### config.mk
export PLATFORM = sky130hd
export DESIGN_NAME = ioc_bus_master
export DESIGN_NICKNAME = d
export VERILOG_FILES = /design/src/rtl/ioc_bus_master.sv
export SDC_FILE = /design/constraint.sdc
export NUM_CORES = 1
export LEC_CHECK = 0
export ABC_AREA = 0
export CORE_UTILIZATION = 40
export CTS_CLUSTER_DIAMETER = 100
export DETAILED_ROUTE_END_ITERATION = 12
export GPL_TIMING_DRIVEN = 0
export PLACE_DENSITY = 0.89
export SLEW_MARGIN = 20
export SYNTH_ARGS = -nofsm -noshare
export SYNTH_HDL_FRONTEND = slang
export SYNTH_SLANG_ARGS = --single-unit
### constraint.sdc
create_clock -name i_sys_clk -period 1.9 [get_ports i_sys_clk]
set_input_delay 0.57 -clock i_sys_clk [delete_from_list [all_inputs] [get_ports i_sys_clk]]
set_output_delay 0.57 -clock i_sys_clk [all_outputs]
set_load 0.01 [all_outputs]
### src/rtl/ioc_bus_master.sv
// IOC bus initiator: decodes SPI command bytes into fetch/load accesses on the register modules.
// Optional `IOC_BUS_MASTER_BURST_EN: auto-incrementing follow-on accesses within one frame.
module ioc_bus_master #(
    parameter int NUM_MODULES = 4
) (
    input  logic                     i_sys_clk,
    input  logic                     i_rst_b,
    input  logic                     i_frame_active,
    input  logic [7:0]               i_rx_byte,
    input  logic                     i_rx_valid,
    output logic [7:0]               o_tx_byte,
    output logic                     o_tx_valid,
    output logic [4:0]               o_ioc,
    output logic [7:0]               o_data_out,
    output logic [NUM_MODULES-1:0]   o_cs,
    output logic                     o_fetch_cmd,
    output logic                     o_load_cmd,
    input  logic [8*NUM_MODULES-1:0] i_data_in
);

    localparam int MOD_W = 2;

    typedef enum logic [2:0] {
        IDLE,
        WAIT_DATA,
        FETCH,
        CAPTURE,
        LOAD,
        DONE,
        BURST_WAIT
    } state_t;

    state_t             state;
    state_t             next_state;
    logic [MOD_W-1:0]   mod_idx;
    logic               mod_valid;
    logic               frame_stale;
    logic               accept_op;
    logic               accept_data;
    logic [3:0]         cs_onehot;
    logic [31:0]        data_pad;
    logic [7:0]         data_sel;
`ifdef IOC_BUS_MASTER_BURST_EN
    logic               is_read;
    logic               accept_burst;
`endif

    assign mod_valid = (32'(mod_idx) < NUM_MODULES);
    assign cs_onehot = 4'b0001 << mod_idx;
    assign data_pad  = 32'(i_data_in);
    assign data_sel  = data_pad[{mod_idx, 3'b000} +: 8];

    always_ff @(posedge i_sys_clk) begin
        if (!i_rst_b)
            state <= IDLE;
        else
            state <= next_state;
    end

    always_comb begin
        next_state   = state;
        o_cs         = '0;
        o_fetch_cmd  = 1'b0;
        o_load_cmd   = 1'b0;
        accept_op    = 1'b0;
        accept_data  = 1'b0;
`ifdef IOC_BUS_MASTER_BURST_EN
        accept_burst = 1'b0;
`endif
        case (state)
            IDLE: begin
                // frame_stale blocks mid-frame bytes after a reset from being taken as an opcode
                if (i_frame_active && !frame_stale && i_rx_valid) begin
                    accept_op  = 1'b1;
                    next_state = i_rx_byte[7] ? FETCH : WAIT_DATA;
                end
            end
            WAIT_DATA: begin
                if (!i_frame_active)
                    next_state = IDLE;
                else if (i_rx_valid) begin
                    accept_data = mod_valid;
                    next_state  = mod_valid ? LOAD : DONE;
                end
            end
            FETCH: begin
                o_cs        = mod_valid ? cs_onehot[NUM_MODULES-1:0] : '0;
                o_fetch_cmd = mod_valid;
                next_state  = CAPTURE;
            end
            CAPTURE: begin
                o_cs = mod_valid ? cs_onehot[NUM_MODULES-1:0] : '0;
`ifdef IOC_BUS_MASTER_BURST_EN
                next_state = i_frame_active ? BURST_WAIT : IDLE;
`else
                next_state = i_frame_active ? DONE : IDLE;
`endif
            end
            LOAD: begin
                o_cs       = mod_valid ? cs_onehot[NUM_MODULES-1:0] : '0;
                o_load_cmd = mod_valid;
`ifdef IOC_BUS_MASTER_BURST_EN
                next_state = i_frame_active ? BURST_WAIT : IDLE;
`else
                next_state = i_frame_active ? DONE : IDLE;
`endif
            end
            DONE: begin
                if (!i_frame_active)
                    next_state = IDLE;
            end
`ifdef IOC_BUS_MASTER_BURST_EN
            BURST_WAIT: begin
                // invalid-module burst writes are swallowed here but still advance the address
                if (!i_frame_active)
                    next_state = IDLE;
                else if (i_rx_valid) begin
                    accept_burst = 1'b1;
                    accept_data  = !is_read && mod_valid;
                    if (is_read)
                        next_state = FETCH;
                    else
                        next_state = mod_valid ? LOAD : BURST_WAIT;
                end
            end
`endif
            default: next_state = IDLE;
        endcase
    end

    always_ff @(posedge i_sys_clk) begin
        if (!i_rst_b) begin
            o_ioc       <= '0;
            o_data_out  <= '0;
            o_tx_byte   <= '0;
            o_tx_valid  <= 1'b0;
            mod_idx     <= '0;
            frame_stale <= 1'b1;
`ifdef IOC_BUS_MASTER_BURST_EN
            is_read     <= 1'b0;
`endif
        end else begin
            o_tx_valid <= 1'b0;
            if (!i_frame_active)
                frame_stale <= 1'b0;
            if (accept_op) begin
                o_ioc   <= i_rx_byte[4:0];
                mod_idx <= i_rx_byte[6:5];
`ifdef IOC_BUS_MASTER_BURST_EN
                is_read <= i_rx_byte[7];
`endif
            end
            if (accept_data)
                o_data_out <= i_rx_byte;
            if (state == CAPTURE) begin
                o_tx_byte  <= mod_valid ? data_sel : 8'h00;
                o_tx_valid <= 1'b1;
            end
`ifdef IOC_BUS_MASTER_BURST_EN
            if (accept_burst)
                o_ioc <= o_ioc + 5'd1;
`endif
        end
    end

endmodule
## Word level (Yosys, flattened, before mapping)

Cells that the tools add are included.

| storage, ports and cells | value |
|---|---|
| input bits | 44 |
| flip-flop bits (word level) | 28 |

| operators by class | value |
|---|---|
| shift operators | 2 |
| equal/unequal tests | 8 |
| reduce and logical (&&, ||, !) cells | 7 |
| muxes and demuxes | 16 |

Operators with widths:

| operator | count |
|---|---|
| indexed part select 32 x 6 -> 8 bit | 1 |
| 2-to-1 mux 3 bit | 5 |
| one-hot mux 3 bit (5 select lines) | 1 |
| 2-to-1 mux 1 bit | 8 |
| equality test 3 x 2 -> 1 bit, second input constant | 2 |
| equality test 3 bit, second input constant | 2 |
| 2-to-1 mux 4 bit | 1 |
| != test 2 bit, second input constant | 2 |
| left shift 1 x 2 -> 4 bit, first input constant | 1 |
| equality test 3 x 1 -> 1 bit, second input constant | 1 |
| logical NOT 3 bit | 1 |
| != test 3 bit, second input constant | 1 |
| AND reduction 3 bit | 1 |
| OR reduction 3 bit | 1 |
| logical AND 1 bit | 2 |
| 2-to-1 mux 2 bit | 1 |
| OR reduction 2 bit | 1 |
| logical NOT 1 bit | 1 |

## Depth between registers and ports, before layout

| depth | value |
|---|---|
| depth in word-level cells | 5 |
| gate-level depth with buffers | 6 |
| mapped depth without buffers | 4 |

## Least setup slack after synthesis

No wires, ideal clock.

| timing | value |
|---|---|
| path type | flip-flop to output port |
| start | reg state[2] |
| end | out o_cs[1] |
| data required time | 1.330 ns |
| setup slack | 0.150 ns |
| cell stages (with the launch flop) | 5 |
| arrival | 1.180 ns |
| buffers on the path | 1 |
| cells stage by stage | dfxtp_1 buf_4 nor3b_2 nor2_1 nor3b_1 |

| between the ends | value |
|---|---|
| word-level cells in the longest chain between the ends | 3 |

Ends and longest elaborated chain:

| item | RTL line | text |
|---|---|---|
| start: declaration | 33 | `state_t state;` |
| start signal: assignment | 57 | `state <= next_state;` |
| equality test 3 x 2 -> 1 bit / equality test 3 bit (equally long branches) | 70 | `case (state)` |
| OR reduction 3 bit (no line) * | - |  |
| 2-to-1 mux 4 bit * | 70 |  |
| end: declaration | 15 | `output logic [NUM_MODULES-1:0] o_cs,` |

Mark *: on every way between the ends. The rest lies on a longest branch, timed or not.

## Worst setup path after layout

| timing | value |
|---|---|
| start | reg state[2] |
| end | out o_cs[3] |

Same word-level chain as after synthesis.

==> impl_metrics.csv <==
group,metric,value,unit
timing,fin_crit_sh,1.02,
setup_path,worst_setup_path_start_kind,"flip-flop",
timing,fin_ws,-46.7,ps
worst_hold_path,min_path_type,"flip-flop to flip-flop",
die,num_rows,21,
yosys,ys_ff_latch,28,
timing,skew,1.07,ps
final_layout,instances_no_fill,264,
setup_path,rr_worst_depth,6,
routing,first_iter_violations,31,
setup_path,worstSetupEndpoint,"o_cs[3]",
yosys,syn-cell-area,1460,um2
setup_path,regToRegEndpoint,"o_data_out[2]",
setup_path,reg2reg_from,"state[2]",
routing,num_vias,1315,
die,dieArea,3900,um2
final_layout,fillers,276,
final_layout,antenna_cells,0,
routing,ant_nets,0,
power_and_ir_drop,ir_drop,0.000302,V
final_layout,drive_gt1_frac,0.216,
run_status,violations,"setup timing",
die,start_util,0.428,
grt,antenna_found_initial,0,
routing,drc,0,
final_layout,multi_input_area,876,um2
placed_design,globalplace.congestion,0.818,
flow_run,maxCapViolCount,0,
cts,path_clk_slew,150,ps
timing,rsz0062_at_grt,"yes",
grt,grt_pass1_wl,6070,um
grt,grt_remaining_overflow,0,
die,io-pin-count,72,
cts,cts.sinks,28,
timing,fmax,0.514,GHz
timing,setup_viol,3,
yosys,syn-num-nets,180,
routing,dr.pass1.iters,4,
final_layout,area.growth.synth_to_final,61.0,%
timing,hold_viol_final,0,
die,die_h,62.4,um
grt,grt_use_total,0.194,
setup_path,arrival,1380,ps
placed_design,dp_slack,-293,ps
yosys,syn_area_per_cell,10.7,um2
power_and_ir_drop,leakage,0.969,nW
timing,min_period,1950,ps
yosys,synth_cells,136,
cts,clk_path_buf_depth,2,
setup_path,cp-startpoint,"state[2]",
routing,wirelength,3580,um
setup_path,critPathMaxFanout,5,
timing,hold-worst-slack,464,ps
timing,worst_pin_slew,376,ps
final_layout,stdcell_area,2350,um2
power_and_ir_drop,finalPower,1.24,mW
yosys,synth_cell_types,35,
setup_path,cp.required,1330,ps
final_layout,register_area,571,um2
final_layout,final_nets,263,
cts,cts_htree_levels,1,
run_status,outcome,"finished with violations",
timing,setup_tns,-96.4,ps
die,core,3420,um2
yosys,ys_seq_area_frac,0.384,
timing,relSlewSlack,0.750,
placed_design,dp.cells,253,
grt,grt_max_degree,17,
routing,wl_per_cell,13.5,um
placed_design,place_area,2230,um2
yosys,yosys_warnings,0,
cts,numCtsBuffers,3,
cts,insertion_delay,330,ps
grt,grt_pass1_vias,1307,
setup_path,crit_type,"flip-flop to output pin",
setup_path,end_kind,"output pin",
routing,viasPerCell,4.98,
placed_design,hpwlAfterDp,2590,um
placed_design,io_buffers,71,
timing,finalMaxSlewViolations,0,
setup_path,rrSetupSlack,470,ps
cts,cts_tree,"built",
power_and_ir_drop,p_per_area,526,nW/um2
die,die_x,62.4,um
cts,root_buffer,"clkbuf_4",
final_layout,post-route-util,0.689,
-- synth_stat cells --
master	count	area, um2
nor3_2	1	10.0
and2b_4	1	10.0
clkdlybuf4s15_1	1	10.0
nand2_1	20	75.1
o211a_1	1	10.0
inv_1	2	7.51
a221oi_2	1	15.0
nor2b_4	2	27.5
nor3b_1	2	15.0
dfxtp_1	28	561
nor2b_1	17	106
nand2b_1	2	12.5
and3_1	2	12.5
and2b_2	1	8.76
buf_4	1	7.51
a32oi_1	1	8.76
buf_2	2	10.0
nand3_4	2	35.0
nor3b_2	1	12.5
a31oi_1	1	6.26
nand2b_2	1	8.76
and3b_1	1	8.76
buf_6	2	22.5
mux4_1	2	52.6
clkbuf_1	1	3.75
o21ai_1	1	5.00
o21a_1	1	7.51
mux4_2	6	135
and2_1	1	6.26
mux2i_1	16	160
a21oi_1	1	5.00
o21ai_0	1	5.00
a21boi_1	8	60.1
nor2_1	4	15.0
nor3_1	1	5.00
-- area by class of cell --
cell class	instances	area share
well taps	46	0.0245
clock inverters	1	0.0128
clock buffers	3	0.00957
multi-input cells	99	0.372
inverters	2	0.00319
repair buffers	79	0.315
flip-flops and latches	28	0.242
plain buffers	6	0.0207
-- how the worst min path moves through the flow --
stage / startpoint / end / cells after the start
finish: o_tx_byte[5] / o_tx_byte[5] / 2
global route: o_tx_byte[3] / o_tx_byte[3] / 2
CTS: o_tx_byte[5] / o_tx_byte[5] / 2
detailed placement: o_tx_byte[5] / o_tx_byte[5] / 2
global placement: o_tx_byte[0] / o_tx_byte[0] / 2
floorplan: frame_stale / frame_stale / 2
-- kinds of logic (layout without fill, tap and decap cells) --
family | count (synthesis) | count (layout) | synth area share
buffers and inverters | 9 | 91 | 0.0420
AOI/OAI and AO/OA | 16 | 16 | 0.0839
DFF | 28 | 28 | 0.384
muxes | 24 | 24 | 0.238
and+or+nand+nor | 59 | 59 | 0.253
-- what timing repair did --
action                     4_1_cts  5_1_grt
pin swaps                        2        3
hold buffers                     0        0
buffers inserted                 5        3
gates cloned                     0        0
gates resized for setup         34        7
setup endpoints to repair        6        6
hold endpoints to repair         0        0
-- metal layers --
layer  GRT usage  vias up  wire length, um
met3      0.0420        8              260
met1       0.239      607             1530
met5           0        -                0
met4      0.0698        0               71
met2       0.332       52             1710
li1            -      648                -
-- layout by cell type, fill, tap and decap left out, types with 4 or more instances in the layout --
master and instances:
a21boi_1 8, buf_2 7, buf_4 8, clkbuf_4 4, clkdlybuf4s50_1 65, dfxtp_1 24
mux2i_1 16, mux4_2 6, nand2_1 20, nor2b_1 16
-- critical path, cell delays in order, from the launching register on --
cell and delay, ps:
dfxtp_2 400, nor3b_4 250, nor2_4 80, and3b_1 200, buf_2 120
-- where the power goes --
group          switching (mW)  internal [mW]
clock network           0.178          0.213
logic                  0.0804          0.159
registers              0.0102          0.598
-- flip-flops by register name, indices dropped and copies added (netlist names) --
| register | count |
|---|---|
| mod_idx | 2 |
| frame_stale | 1 |
| state | 3 |
| o_data_out | 8 |
| o_tx_valid | 1 |
| o_tx_byte | 8 |
| o_ioc | 5 |
Power figures use the tool's default switching activity.
